===== config.mk =====
export PLATFORM = sky130hd
export DESIGN_NAME = vga_text_renderer
export DESIGN_NICKNAME = d
export VERILOG_FILES = /design/src/rtl/vga_text_renderer.sv
export SDC_FILE = /design/constraint.sdc
export NUM_CORES = 1
export LEC_CHECK = 0
export ABC_AREA = 1
export CORE_MARGIN = 5
export CORE_UTILIZATION = 45
export CTS_BUF_LIST = sky130_fd_sc_hd__clkbuf_16
export CTS_CLUSTER_SIZE = 24
export DETAILED_ROUTE_END_ITERATION = 8
export PLACE_DENSITY = 0.73
export SLEW_MARGIN = 20
export SYNTH_ARGS = -nofsm -noshare
export SYNTH_HDL_FRONTEND = slang
export SYNTH_SLANG_ARGS = --single-unit

===== constraint.sdc =====
create_clock -name clk_clk -period 3.54 [get_ports clk_clk]
set_input_delay 0.708 -clock clk_clk [delete_from_list [all_inputs] [get_ports clk_clk]]
set_output_delay 0.708 -clock clk_clk [all_outputs]
set_load 0.03 [all_outputs]

===== src/rtl/vga_text_renderer.sv =====
// rtl/vga_text_renderer.sv - 640x480 VGA text-mode renderer: raster timing, char RAM fetch, font lookup, pixel serialiser
// Five-stage pipeline from raster counters to pins; sync/blank controls travel alongside the pixel data.
module vga_text_renderer #(
    parameter int          H_ACTIVE = 640,
    parameter int          H_FP     = 16,
    parameter int          H_SYNC   = 96,
    parameter int          H_BP     = 48,
    parameter int          V_ACTIVE = 480,
    parameter int          V_FP     = 10,
    parameter int          V_SYNC   = 2,
    parameter int          V_BP     = 33,
    parameter int          COLS     = 80,
    parameter logic [23:0] FG_RGB   = 24'hFFFFFF,
    parameter logic [23:0] BG_RGB   = 24'h000000
) (
    input  logic        clk_clk,
    input  logic        reset_reset_n,
    output logic [11:0] mem_address,
    output logic        mem_chipselect,
    output logic        mem_clken,
    output logic        mem_write,
    output logic [7:0]  mem_writedata,
    input  logic [7:0]  mem_readdata,
    output logic [11:0] font_addr,
    input  logic [7:0]  font_data,
    output logic [7:0]  vga_r,
    output logic [7:0]  vga_g,
    output logic [7:0]  vga_b,
    output logic        vga_hs,
    output logic        vga_vs,
    output logic        vga_blank_n,
    output logic        vga_sync_n,
    output logic        frame_start
);

    localparam int H_TOTAL = H_ACTIVE + H_FP + H_SYNC + H_BP;
    localparam int V_TOTAL = V_ACTIVE + V_FP + V_SYNC + V_BP;
    localparam int HW      = $clog2(H_TOTAL);
    localparam int VW      = $clog2(V_TOTAL);

    localparam logic [HW-1:0] H_LAST = HW'(H_TOTAL - 1);
    localparam logic [HW-1:0] H_ACT  = HW'(H_ACTIVE);
    localparam logic [HW-1:0] HS_BEG = HW'(H_ACTIVE + H_FP);
    localparam logic [HW-1:0] HS_END = HW'(H_ACTIVE + H_FP + H_SYNC);
    localparam logic [VW-1:0] V_LAST = VW'(V_TOTAL - 1);
    localparam logic [VW-1:0] V_ACT  = VW'(V_ACTIVE);
    localparam logic [VW-1:0] VS_BEG = VW'(V_ACTIVE + V_FP);
    localparam logic [VW-1:0] VS_END = VW'(V_ACTIVE + V_FP + V_SYNC);

    logic [HW-1:0] h_q, h_d;
    logic [VW-1:0] v_q, v_d;

    logic          de_s0, hs_s0, vs_s0, first_s0;
    logic [11:0]   addr_s0;

    // Syncs are carried active-high internally so all-zero reset keeps the pins deasserted.
    logic [3:0]      de_pipe_q, hs_pipe_q, vs_pipe_q, first_pipe_q;
    logic [3:0][2:0] bit_pipe_q;
    logic [1:0][3:0] row_pipe_q;

    logic [11:0] mem_address_q, font_addr_q;
    logic        mem_cs_q;
    logic [23:0] rgb_q, rgb_d;
    logic        hs_q, vs_q, blank_n_q, frame_start_q;

    always_comb begin
        h_d = h_q + 1'b1;
        v_d = v_q;
        if (h_q == H_LAST) begin
            h_d = '0;
            v_d = (v_q == V_LAST) ? '0 : v_q + 1'b1;
        end
    end

    always_comb begin
        de_s0    = (h_q < H_ACT) && (v_q < V_ACT);
        hs_s0    = (h_q >= HS_BEG) && (h_q < HS_END);
        vs_s0    = (v_q >= VS_BEG) && (v_q < VS_END);
        first_s0 = (h_q == '0) && (v_q == '0);
        addr_s0  = de_s0 ? 12'(int'(v_q >> 4) * COLS + int'(h_q >> 3)) : 12'd0;
    end

    // Glyph MSB is the leftmost pixel of the cell.
    always_comb begin
        rgb_d = 24'h000000;
        if (de_pipe_q[3]) begin
            rgb_d = font_data[3'd7 - bit_pipe_q[3]] ? FG_RGB : BG_RGB;
        end
    end

    always_ff @(posedge clk_clk or negedge reset_reset_n) begin
        if (!reset_reset_n) begin
            h_q           <= '0;
            v_q           <= '0;
            de_pipe_q     <= '0;
            hs_pipe_q     <= '0;
            vs_pipe_q     <= '0;
            first_pipe_q  <= '0;
            bit_pipe_q    <= '0;
            row_pipe_q    <= '0;
            mem_address_q <= '0;
            mem_cs_q      <= 1'b0;
            font_addr_q   <= '0;
            rgb_q         <= '0;
            hs_q          <= 1'b1;
            vs_q          <= 1'b1;
            blank_n_q     <= 1'b0;
            frame_start_q <= 1'b0;
        end else begin
            h_q           <= h_d;
            v_q           <= v_d;
            de_pipe_q     <= {de_pipe_q[2:0], de_s0};
            hs_pipe_q     <= {hs_pipe_q[2:0], hs_s0};
            vs_pipe_q     <= {vs_pipe_q[2:0], vs_s0};
            first_pipe_q  <= {first_pipe_q[2:0], first_s0};
            bit_pipe_q    <= {bit_pipe_q[2:0], h_q[2:0]};
            row_pipe_q    <= {row_pipe_q[0], v_q[3:0]};
            mem_address_q <= addr_s0;
            mem_cs_q      <= de_s0;
            font_addr_q   <= {mem_readdata, row_pipe_q[1]};
            rgb_q         <= rgb_d;
            hs_q          <= ~hs_pipe_q[3];
            vs_q          <= ~vs_pipe_q[3];
            blank_n_q     <= de_pipe_q[3];
            frame_start_q <= first_pipe_q[3];
        end
    end

    assign mem_address    = mem_address_q;
    assign mem_chipselect = mem_cs_q;
    assign mem_clken      = 1'b1;
    assign mem_write      = 1'b0;
    assign mem_writedata  = 8'h00;
    assign font_addr      = font_addr_q;
    assign vga_r          = rgb_q[23:16];
    assign vga_g          = rgb_q[15:8];
    assign vga_b          = rgb_q[7:0];
    assign vga_hs         = hs_q;
    assign vga_vs         = vs_q;
    assign vga_blank_n    = blank_n_q;
    assign vga_sync_n     = 1'b0;
    assign frame_start    = frame_start_q;

endmodule


[Word-level counts from Yosys, hierarchy flattened]
Index checks and enable logic that the tools add are counted.
W data, S select, Z words.
Word-level totals
  memories kept: 0
  bits in read-only memories: 0
  register bits after elaboration: 109
  RAM bits: 0
  latch bits: 0
  output and inout port bits: 64
Cells by class
  equality and inequality tests: 2
  add/subtract/negate cells: 4
  reductions and logical operators: 6
  shift operators: 0
  div/mod/pow operators: 0
  multiplexer cells: 7
  bitwise logic cells: 2
  $mul: 1
  order comparisons: 7
Operators by type and width (count)
  $mux W24: 2
  $add A10 B1 Y10 const B: 2
  $eq A10 B10 Y1 const B: 2
  $logic_not A10 Y1: 2
  $lt A10 B10 Y1 const B: 2
  $lt A10 B9 Y1 const B: 2
  $mux W10: 2
  $add A12 B7 Y12: 1
  $mux W12: 1
  $ge A10 B10 Y1 const B: 1
  $ge A10 B9 Y1 const B: 1
  $mul A6 B3 Y8 const B: 1
  $logic_and A1 B1 Y1: 4
  $lt A3 B4 Y1 const B: 1
  $bmux W1 S3: 1
  $sub A3 B3 Y3 const A: 1
  $not A1 Y1: 2
  $mux W1: 1

[Logic depth before layout (Yosys ltp)]
  depth after elaboration: 5
  mapped depth: 11
  gate-level depth less buffers: 11

[Worst setup path before layout]
OpenSTA, ideal clock, no wires.
  path type: flip-flop to flip-flop
  start point: reg v_q[7]
  end point: reg mem_address_q[11] (netlist: mem_address[11])
  stages on the path, launching flop included: 11
  data required time: 3.421 ns
  path buffers: 0
  data arrival time: 1.893 ns
  path slack: 1.528 ns
  cell sequence: dfrtp_1 ha_1 ha_1 inv_1 fa_1 nor2_1 nand3_1 nor2_1 nand3_1 nand2_1 nor2_1
On the way
  cells in the longest elaborated chain, start to end: 3
  elaborated cells between the ends (all ways): 5
  those cells by class: 1 x add/sub; 1 x mul; 1 x order compare; 1 x mux; 1 x reduce/logical
Ends and longest elaborated chain
  start, declared: line 51  | logic [VW-1:0] v_q, v_d;
  start signal, assigned: line 111  | v_q <= v_d;
  $mul A6 B3 Y8 or $lt A10 B9 Y1 (tied branches): line 80, 76
  $add A12 B7 Y12 or $logic_and A1 B1 Y1 (tied branches): line 80, 76
  $mux W12 *: line 80  | addr_s0 = de_s0 ? 12'(int'(v_q >> 4) * COLS + int'(h_q >> 3)) : 12'd0;
  via addr_s0[11]: line 54  | logic [11:0] addr_s0;
  end signal, assigned: line 118  | mem_address_q <= addr_s0;
  end, declared: line 61  | logic [11:0] mem_address_q, font_addr_q;
Mark *: on every way through the listed nets, which the timed path passes. The rest lies on a longest branch.
A chain may end at the register's enable or synchronous reset.

==> out/qor.yml <==
drt-wirelength-per-cell_um: 13.49
final_cell_mix: "dfrtp_1, clkdlybuf4s50_1, nor2_1"
path_cells: "clkdlybuf4s50_1"
portBuffers: 70
worst_setup_path_end_kind: "primary output"
grt_util_all_layers_pct: 14.90
cts_resized: 0
path_buf_inv: 1
clkTransAtPathRegs_ns: 0.06
synth-edff-count: 0
cts_max_path_buffers: 2
required_ns: 2.83
gr-usage-met1_pct: 18.31
crit_family: "buffers and inverters"
grt_max_degree: 86
cts_made_buffers: 9
dr.pass1.iters: 4
drtIter0Drc: 119
synth_area_sq_um: 3657
status: "completed"
antenna_found_initial: 0
worst_ep_arrival_time_ns: 1.84
slew_violations: 0
critPathMaxStageDelay_ns: 0.79
vias: 2449
cts_tree: "done"
max_cap_viol_count: 0
drive_above_1_share_pct: 8.213
vias_per_cell: 4.746
worst_slew_pin_slew_ns: 0.7548
drcViolationCount: 0
area_growth_pct: 23.78
dp_hpwl_um: 5041
rsz0062_at_grt: "no"
hold_class: "reg -> reg"
synth_ff_type: "dfrtp_1"
netlist_instances: 354
ioPinCount: 82
ctsHoldBuffers: 0
cp_max_fo: 24
gp_congestion: 0.9315
grtUsageMet3_pct: 4.726
hold_violations: 0
slew_headroom_pct: 49.68
grt_pass1_wl_um: 11630
finalSetupViolCount: 0
postCtsSetupRepairBufs: 0
worst_slack_ns: 0.9933
final_common_cell: "dfrtp_1"
synth_top_cell_by_area: "dfrtp_1"
grt.busiest_layer: "met2"
regToRegStartpoint: "v_q[7]"
yosys.area.top_type_share_pct: 56.79
die_x_um: 100.2
synth_seq_cells: 85
rows: 32
vdd_drop_max_v: 0.0002268
async_reset_ff_share_pct: 100.0
setup_tns_ns: 0
ctsRootBufferMaster: "clkbuf_16"
synth_cell_types: 37
hp-start: "bit_pipe_q[6]"
die_height_um: 100.2
clock-sinks: 85
grt_pass1_vias: 2420
min_period_ns: 2.547
insertion_delay_ns: 0.33
start_kind: "flip-flop"
crit_start: "rgb_q[22]"
powerDensity_nw_per_um2: 428.4
fmax_ghz: 0.3927
antenna_left: 0
yosys_warnings: 0
netlist_top_cells_area: "dfrtp_1, buf_4, ha_1"
htree_levels: 3
core_sq_um: 7807
p_leak_nw: 2.164
die_area_sq_um: 10030
timing.final.crit_share_pct: 71.94
crit_type: "reg -> out"
grt.overflow.total: 0
skew_ns: 0.006147
avgSynthCellArea_sq_um: 10.33
start_util_pct: 46.84
dp_slack_ns: 1.316
antenna_cells: 0
critPathSlowestCell: "clkdlybuf4s50_1"
grtUsageMet2_pct: 24.01
totalWireLength_um: 6961
synth_seq_area_share_pct: 58.23
finalNetCount: 444
metal layers:
layer | share of wire (%) | vias to the layer above | wire length (um)
met5 | 0 | - | 0
met4 | 2.7 | 0 | 185
met1 | 41 | 1142 | 2838
met2 | 47 | 105 | 3292
li1 | - | 1185 | -
met3 | 9.3 | 17 | 645
cells in the mapped netlist, types with 3 or more instances:
library cell / instances
a21oi_1: 6
buf_4: 34
dfrtp_1: 83
ha_1: 15
inv_1: 40
inv_2: 4
nand2_1: 41
nand2_2: 3
nand3_1: 15
nand3b_1: 3
nand4_1: 9
nor2_1: 49
nor2_2: 4
o21ai_0: 12
o21ai_1: 3
xor2_1: 7
power by group:
group          leakage, nW  internal, mW  switching (mW)
Clock                0.128         0.469           0.359
Sequential            1.08         0.977         0.00415
Combinational        0.959        0.0478          0.0823
path summary, 6_finish.rpt:
check | slack (ns) | to | cells past startpoint
worst max-delay path | 0.99 | vga_g[6] | 1
worst min-delay path | 0.34 | bit_pipe_q[9] | 0
worst max register to register | 1.34 | mem_address[11] | 10
worst min register to register | 0.34 | bit_pipe_q[9] | 0
max in group asynchronous | 2.61 | mem_address[9] | 1
min in group asynchronous | 0.39 | v_q[6] | 1
registers in the layout (all words and copies together), names as in the netlist:
| register | flops |
|---|---|
| bit_pipe_q | 12 |
| de_pipe_q | 4 |
| first_pipe_q | 4 |
| font_addr | 12 |
| frame_start | 1 |
| h_q | 10 |
| hs_pipe_q | 4 |
| mem_address | 12 |
| rgb_q | 1 |
| row_pipe_q | 8 |
| v_q | 10 |
| vga_blank_n | 1 |
| vga_hs | 1 |
| vga_vs | 1 |
| vs_pipe_q | 4 |
final cells by class:
cell class / count / area (sq um)
fill: 651 / 3281
sequential: 85 / 2130
multi-input combinational: 198 / 1130
timing repair buffer: 70 / 701.9
clock buffer: 9 / 225.2
inverter: 45 / 171.4
tap: 102 / 127.6
clock inverter: 7 / 41.29
metrics by stage:
step	area (sq um)	hold WS (ns)	total power, mW	utilization, %	std cells
after global routing	4527	0.3541	2.017	57.98	516
after global placement	4257	0.3322	1.128	54.52	500
final	4527	0.3436	1.939	57.98	516
after detailed placement	4257	0.3347	1.131	54.52	500
after floorplan	3691	0.3312	1.084	-	363
after CTS	4523	0.3476	1.960	57.93	516
cells by family (layout without fill, tap and decap cells):
kind of cell	count (synthesis)	in the layout	share of synthesized area [%]
buf+inv	80	131	11.80
fa+ha+maj	17	17	6.227
flops	85	85	58.23
compound gates	27	27	4.208
simple gates	134	134	17.17
xor+xnor	9	9	2.155
other cells	2	11	0.2053
Power figures use the tool's default switching activity.
